`src/rtl/fp16_pkg.sv`:
```
`default_nettype none
// ============================================================================
//  Module   : fp16_pkg
//  Purpose  : Shared binary16 constants, flag indices and divider state type
//  Revision : 1.0 - initial release
// ============================================================================
package fp16_pkg;

  localparam int EXP_W   = 5;
  localparam int FRAC_W  = 10;
  localparam int BIAS    = 15;
  localparam int EXP_MAX = 31;
  localparam int QBITS   = 13;

  localparam logic [15:0] QNAN    = 16'h7E00;
  localparam logic [15:0] POS_INF = 16'h7C00;

  // Bit positions inside the 5-bit exception flag vector
  localparam int FLG_INV = 4;
  localparam int FLG_DZ  = 3;
  localparam int FLG_OF  = 2;
  localparam int FLG_UF  = 1;
  localparam int FLG_NX  = 0;

  typedef enum logic [1:0] {
    IDLE   = 2'd0,
    DIVIDE = 2'd1,
    ROUND  = 2'd2,
    DONE   = 2'd3
  } state_t;

endpackage
`default_nettype wire

```
`src/rtl/fp16_classify.sv`:
```
`default_nettype none
// ============================================================================
//  Module   : fp16_classify
//  Purpose  : Combinational binary16 operand classifier (subnormals as zero)
//  Revision : 1.0 - initial release
// ============================================================================
module fp16_classify
  import fp16_pkg::*;
(
  input  logic [15:0]       i_x,
  output logic              o_is_zero,
  output logic              o_is_inf,
  output logic              o_is_nan,
  output logic              o_sign,
  output logic [EXP_W-1:0]  o_exp,
  output logic [FRAC_W:0]   o_sig
);

  logic [EXP_W-1:0]  w_exp;
  logic [FRAC_W-1:0] w_frac;
  logic              w_exp_min;
  logic              w_exp_top;

  assign w_exp     = i_x[14:10];
  assign w_frac    = i_x[9:0];
  assign w_exp_min = (w_exp == '0);
  assign w_exp_top = (w_exp == '1);

  // Subnormal inputs are treated as zero, so exp==0 alone decides zero-ness
  assign o_is_zero = w_exp_min;
  assign o_is_inf  = w_exp_top && (w_frac == '0);
  assign o_is_nan  = w_exp_top && (w_frac != '0);
  assign o_sign    = i_x[15];
  assign o_exp     = w_exp;
  assign o_sig     = w_exp_min ? '0 : {1'b1, w_frac};

endmodule
`default_nettype wire

```
`src/rtl/fp16_divider.sv`:
```
`default_nettype none
// ============================================================================
//  Module   : fp16_divider
//  Purpose  : Iterative binary16 divider a/b, restoring division one quotient
//             bit per clock, round-to-nearest-even, flush-to-zero
//  Revision : 1.0 - initial release
// ============================================================================
module fp16_divider #(
  parameter logic [15:0] QNAN = 16'h7E00
) (
  input  logic        clk,
  input  logic        rst,
  input  logic        in_valid,
  output logic        in_ready,
  input  logic [15:0] a,
  input  logic [15:0] b,
  output logic        out_valid,
  input  logic        out_ready,
  output logic [15:0] result,
  output logic [4:0]  flags
);
  import fp16_pkg::*;

  state_t             r_state;
  state_t             w_state_nxt;
  logic               r_cap;        // operands captured, classification pending
  logic [15:0]        r_a;
  logic [15:0]        r_b;
  logic [11:0]        r_rem;
  logic [10:0]        r_mb;
  logic [QBITS-1:0]   r_q;
  logic [3:0]         r_cnt;
  logic signed [7:0]  r_exp;
  logic [15:0]        r_result;
  logic [4:0]         r_flags;

  logic               w_zero_a, w_inf_a, w_nan_a, w_sign_a;
  logic               w_zero_b, w_inf_b, w_nan_b, w_sign_b;
  logic [EXP_W-1:0]   w_exp_a, w_exp_b;
  logic [FRAC_W:0]    w_sig_a, w_sig_b;
  logic               w_sign;
  logic               w_special;
  logic [15:0]        w_spec_res;
  logic [4:0]         w_spec_flags;
  logic signed [7:0]  w_exp_init;
  logic               w_ge;
  logic [11:0]        w_diff;
  logic [10:0]        w_mant;
  logic               w_g, w_s;
  logic signed [7:0]  w_e, w_e_rnd;
  logic [11:0]        w_mant_rnd;
  logic [9:0]         w_mant_fin;
  logic [15:0]        w_rnd_res;
  logic [4:0]         w_rnd_flags;

  fp16_classify u_cls_a (
    .i_x       (r_a),
    .o_is_zero (w_zero_a),
    .o_is_inf  (w_inf_a),
    .o_is_nan  (w_nan_a),
    .o_sign    (w_sign_a),
    .o_exp     (w_exp_a),
    .o_sig     (w_sig_a)
  );

  fp16_classify u_cls_b (
    .i_x       (r_b),
    .o_is_zero (w_zero_b),
    .o_is_inf  (w_inf_b),
    .o_is_nan  (w_nan_b),
    .o_sign    (w_sign_b),
    .o_exp     (w_exp_b),
    .o_sig     (w_sig_b)
  );

  assign w_sign     = w_sign_a ^ w_sign_b;
  assign w_special  = w_zero_a | w_inf_a | w_nan_a | w_zero_b | w_inf_b | w_nan_b;
  assign w_exp_init = 8'({3'b000, w_exp_a}) - 8'({3'b000, w_exp_b}) + 8'(BIAS);
  assign w_ge       = (r_rem >= {1'b0, r_mb});
  assign w_diff     = w_ge ? (r_rem - {1'b0, r_mb}) : r_rem;
  assign result     = r_result;
  assign flags      = r_flags;

  // Special-operand result; priority puts NaN and invalid forms ahead of inf/zero
  always_comb begin
    w_spec_res   = {w_sign, 15'd0};
    w_spec_flags = '0;
    if (w_nan_a || w_nan_b) begin
      w_spec_res            = QNAN;
      w_spec_flags[FLG_INV] = 1'b1;
    end else if ((w_zero_a && w_zero_b) || (w_inf_a && w_inf_b)) begin
      w_spec_res            = QNAN;
      w_spec_flags[FLG_INV] = 1'b1;
    end else if (w_inf_a) begin
      w_spec_res = {w_sign, POS_INF[14:0]};
    end else if (w_zero_b) begin
      w_spec_res           = {w_sign, POS_INF[14:0]};
      w_spec_flags[FLG_DZ] = 1'b1;
    end
  end

  // Normalise the quotient, round to nearest even, then range-check the exponent
  always_comb begin
    w_e = r_exp;
    if (r_q[QBITS-1]) begin
      w_mant = r_q[12:2];
      w_g    = r_q[1];
      w_s    = r_q[0] | (r_rem != '0);
    end else begin
      w_mant = r_q[11:1];
      w_g    = r_q[0];
      w_s    = (r_rem != '0);
      w_e    = r_exp - 8'sd1;
    end
    w_mant_rnd = {1'b0, w_mant} + {11'd0, (w_g & (w_s | w_mant[0]))};
    w_e_rnd    = w_e;
    w_mant_fin = w_mant_rnd[9:0];
    if (w_mant_rnd == 12'h800) begin
      w_mant_fin = 10'd0;
      w_e_rnd    = w_e + 8'sd1;
    end
    w_rnd_flags = '0;
    if (w_e_rnd >= $signed(8'(EXP_MAX))) begin
      w_rnd_res           = {w_sign, POS_INF[14:0]};
      w_rnd_flags[FLG_OF] = 1'b1;
      w_rnd_flags[FLG_NX] = 1'b1;
    end else if (w_e_rnd <= 8'sd0) begin
      w_rnd_res           = {w_sign, 15'd0};
      w_rnd_flags[FLG_UF] = 1'b1;
      w_rnd_flags[FLG_NX] = 1'b1;
    end else begin
      w_rnd_res           = {w_sign, w_e_rnd[4:0], w_mant_fin};
      w_rnd_flags[FLG_NX] = w_g | w_s;
    end
  end

  // State register
  always_ff @(posedge clk or posedge rst) begin
    if (rst) r_state <= IDLE;
    else     r_state <= w_state_nxt;
  end

  // Next-state and handshake outputs
  always_comb begin
    w_state_nxt = r_state;
    in_ready    = 1'b0;
    out_valid   = 1'b0;
    case (r_state)
      IDLE: begin
        in_ready = !r_cap;
        if (r_cap) w_state_nxt = w_special ? DONE : DIVIDE;
      end
      DIVIDE: if (r_cnt == 4'(QBITS - 1)) w_state_nxt = ROUND;
      ROUND:  w_state_nxt = DONE;
      DONE: begin
        out_valid = 1'b1;
        if (out_ready) w_state_nxt = IDLE;
      end
      default: w_state_nxt = IDLE;
    endcase
  end

  // Operand capture, restoring-division steps and result registers
  always_ff @(posedge clk or posedge rst) begin
    if (rst) begin
      r_cap    <= 1'b0;
      r_a      <= '0;
      r_b      <= '0;
      r_rem    <= '0;
      r_mb     <= '0;
      r_q      <= '0;
      r_cnt    <= '0;
      r_exp    <= '0;
      r_result <= '0;
      r_flags  <= '0;
    end else begin
      case (r_state)
        IDLE: begin
          r_cap <= 1'b0;
          if (r_cap) begin
            if (w_special) begin
              r_result <= w_spec_res;
              r_flags  <= w_spec_flags;
            end else begin
              r_rem <= {1'b0, w_sig_a};
              r_mb  <= w_sig_b;
              r_q   <= '0;
              r_cnt <= '0;
              r_exp <= w_exp_init;
            end
          end else if (in_valid) begin
            r_a   <= a;
            r_b   <= b;
            r_cap <= 1'b1;
          end
        end
        DIVIDE: begin
          r_rem <= {w_diff[10:0], 1'b0};
          r_q   <= {r_q[QBITS-2:0], w_ge};
          r_cnt <= r_cnt + 4'd1;
        end
        ROUND: begin
          r_result <= w_rnd_res;
          r_flags  <= w_rnd_flags;
        end
        default: ;
      endcase
    end
  end

endmodule
`default_nettype wire

```
`config.mk`:
```
export PLATFORM = sky130hd
export DESIGN_NAME = fp16_divider
export DESIGN_NICKNAME = d
export VERILOG_FILES = /design/src/rtl/fp16_pkg.sv /design/src/rtl/fp16_classify.sv /design/src/rtl/fp16_divider.sv
export SDC_FILE = /design/constraint.sdc
export NUM_CORES = 1
export LEC_CHECK = 0
export CORE_UTILIZATION = 60
export CTS_CLUSTER_SIZE = 30
export DETAILED_ROUTE_END_ITERATION = 10
export HOLD_SLACK_MARGIN = 0.02
export PLACE_DENSITY = 0.83
export REMOVE_ABC_BUFFERS = 1
export SLEW_MARGIN = 10
export SYNTH_ARGS = -nofsm -noshare
export SYNTH_HDL_FRONTEND = slang
export SYNTH_SLANG_ARGS = --single-unit
export TNS_END_PERCENT = 1
```
`constraint.sdc`:
```
create_clock -name clk -period 11.8 [get_ports clk]
set_input_delay 2.95 -clock clk [delete_from_list [all_inputs] [get_ports clk]]
set_output_delay 2.95 -clock clk [all_outputs]
set_load 0.005 [all_outputs]
```
==> metrics.md <==
| Metric | Value |
|---|---|
| Power Density | `299 nW/um^2` |
| # port buffers | `58` |
| Status | `finished, final reports clean` |
| Die height | `slightly above 100 um` |
| GPL Wtd Cong | `0.878` |
| Place WS | `about 7.1 ns` |
| Min Hold Slack | `0.496 ns` |
| Global-route wire length before repair | `23.4 mm` |
| Critical path class | `register to primary output` |
| Clock Skews | `0.0185 ns` |
| Area Growth Syn to Fin | `13.7%` |
| Worst reg2reg path endpoint | `flags[2]` |
| Post-synthesis xor/xnor area fraction | `between 6 and 7%` |
| Initial antenna violation count | `0` |
| Post-synthesis mux area share | `under 10%` |
| Top routing layer in use | `met4` |
| Maximum vdd drop | `approximately 0.00016 V` |
| Max Clk Rate | `around 200 MHz` |
| Core area | `9820 um^2` |
| Initial Util | `62.4%` |
| Synth warn | `0` |
| Placed insts | `around 810` |
| Final ANT Viol Nets | `0` |
| Final cell count without fillers | `between 800 and 900` |
| Worst slew pin tran | `1.10 ns` |
| Clock buffer count from CTS | `9` |
| Mapped Area | `roughly 6100 um^2` |
| Worst Setup SP | `r_state[1]` |
| Arr. time, crit path | `2.19 ns` |
| Commonest non-fill, non-tap cell in the layout | `dfrtp_1` |
| Root buffer cell | `clkbuf_8` |
| Max transition margin | `a little over a quarter` |
| R2R setup slack | `7.76 ns` |
| Total chip power | `2.08 mW` |
| Leakage power | `2.94 nW` |
| CTS tree | `yes` |
| Setup ws final | `6.66 ns` |
| Max FO, Critical Path | `14` |
| Unrepaired setup endpoints after global routing | `false` |
| Grt total ovfl | `0` |
| Commonest cells after routing, fill and taps aside | `dfrtp_1 (103), nand2_1 (84), clkdlybuf4s50_1 (58), o21ai_0 (41), nor2_1 (40)` |
| Drt total wl | `14.0 mm` |
| Via density | `6.08` |
| Max Slew Vio Count | `0` |
| Hold_buf cts | `0` |
| # rows | `36` |
| Max_cap viols | `0` |
| Largest family of logic cells by synthesized area | `simple AND/OR/NAND/NOR gates` |
| Reg2reg path depth | `9` |
| Clock transition at path regs | `about 0.1 ns` |
| Residual DRC | `0` |
| DR WL/cell | `between 15 and 20 um` |
| Final setup TNS | `0 ns` |
| # diodes | `0` |
| Top cell type's share of synthesized area | `around 42%` |
| Syn Area/Cell | `9.52 um^2` |
| Worst setup endpoint | `in_ready` |
| DP HPWL | `10.3 mm` |
| Sequential area share after synthesis | `a little over two fifths` |
| Setup Fix Bufs, Post-CTS | `0` |
| Netlist cell types | `65` |
| Routed vias | `4992` |
| 1st-iter DRT viols | `between 300 and 400` |
| # clock sinks | `approximately 100` |
| Compound-cell area share of the yosys netlist | `15.1%` |
| Drt pass-1 iters | `5` |
| Largest net degree at the start of global routing | `67` |
| H-tree depth | `3` |
| Period minus WS final | `5.14 ns` |
| Post-synth EDFFs | `0` |
| Final setup violation count | `0` |
| Worst hold path type | `register to register` |
| Die footprint | `10600 um^2` |
| Seq cells post-synth | `103` |
| Adder-cell area share of the yosys netlist | `5.96%` |
| Async SR Flop Fraction | `100%` |
| IO Count | `59` |
| Post-cts gate resize count | `0` |
| Mapped Cells | `about 640` |
| CP required | `8.85 ns` |
| FF-to-FF Start | `r_q[12]` |
| Die W | `103 um` |
| Vias in the first global route | `4934` |
| Metal2 WL | `6.88 mm` |
| CP startpoint kind | `register` |
| Final Hold Fails | `0` |
| Synth top area cells | `dfrtp_1 (42%), mux2_2 (6.2%), ha_1 (5.3%), nand2_1 (5.1%), xnor2_1 (4.3%)` |
| WL met3 | `roughly 770 um` |
| Layout cells sized above 1 | `a little under a tenth` |
| Synth Flop Type | `dfrtp_1` |
| Overall Global Routing Usage | `28.9%` |
| Clock latency on the worst-skew pair | `between 0.3 and 0.4 ns` |
| Setup crit end kind | `primary output` |
| Met1 WL | `6.07 mm` |
| Nets | `approximately 750` |
| CTS max path bufs | `2` |
| Synth area leader | `dfrtp_1` |
| Post-Synth Simple-Gate Area | `about 17%` |
| Final period utilization | `a little over two fifths` |
==> logic make-up after synthesis <==
family          count (synthesis)
compound gates                136
xor+xnor                       42
flops                         103
fa+ha+maj                      28
buf+inv                        67
mux                            50
simple gates                  218
==> critical path, stage by stage (launching register included) <==
cell and delay, ns:
dfrtp_1 0.41, inv_1 0.10, ha_1 0.42, nor2b_1 0.31, clkdlybuf4s50_1 0.55
==> worst min path at each step <==
stage	start	cells past startpoint	slack [ns]	endpoint
floorplan	r_mb[10]	2	0.42	r_mb[10]
global placement	r_mb[10]	2	0.44	r_mb[10]
detailed placement	r_mb[10]	2	0.48	r_mb[10]
CTS	result[7]	1	0.50	result[7]
global route	result[7]	1	0.52	result[7]
finish	flags[2]	2	0.50	flags[2]
==> final cells by class <==
cell class,count,area (um^2)
clock inverters,3,67.6
well taps,133,166
repair buffers,63,618
inverters,33,126
clock buffers,12,145
multi-input cells,474,3270
fillers,777,2850
flip-flops and latches,103,2580
==> power breakdown <==
group          switching [mW]  total [mW]  leakage, nW  internal [mW]
Combinational           0.702        1.22         1.54          0.517
Sequential              0.132       0.621         1.30          0.489
Clock                   0.118       0.242        0.103          0.124
Total                   0.952        2.08         2.94           1.13
==> routing by layer <==
layer / up-vias / GRT usage [%]
met4: 0 / 12.4
met1: 2429 / 38.6
met5: - / 0
li1: 2366 / -
met2: 173 / 47.4
met3: 24 / 4.41
==> synth_stat cells (10+ instances only) <==
cell      count
dfrtp_1     103
nand2_1      84
o21ai_0      42
nor2_1       40
mux2_2       34
inv_1        33
nand3_1      33
xnor2_1      30
a21oi_1      28
ha_1         26
clkbuf_1     23
mux2i_1      16
xor2_1       11
nor3_1       10
==> registers in the layout, indices dropped and copies added, names as in the netlist <==
register / flops
result: 16
r_exp: 7
r_q: 13
r_a: 16
r_cnt: 4
r_cap: 1
r_rem: 12
flags: 5
r_mb: 11
r_b: 16
r_state: 2
==> through the flow <==
| step | utilization (%) | instance area, um^2 |
|---|---|---|
| after floorplan | - | 5970 |
| after global placement | 68.8 | 6760 |
| after detailed placement | 68.8 | 6760 |
| after CTS | 71.0 | 6970 |
| after global routing | 71.0 | 6970 |
| final | 71.0 | 6970 |
Note: power is estimated with default switching activity, not from simulation.
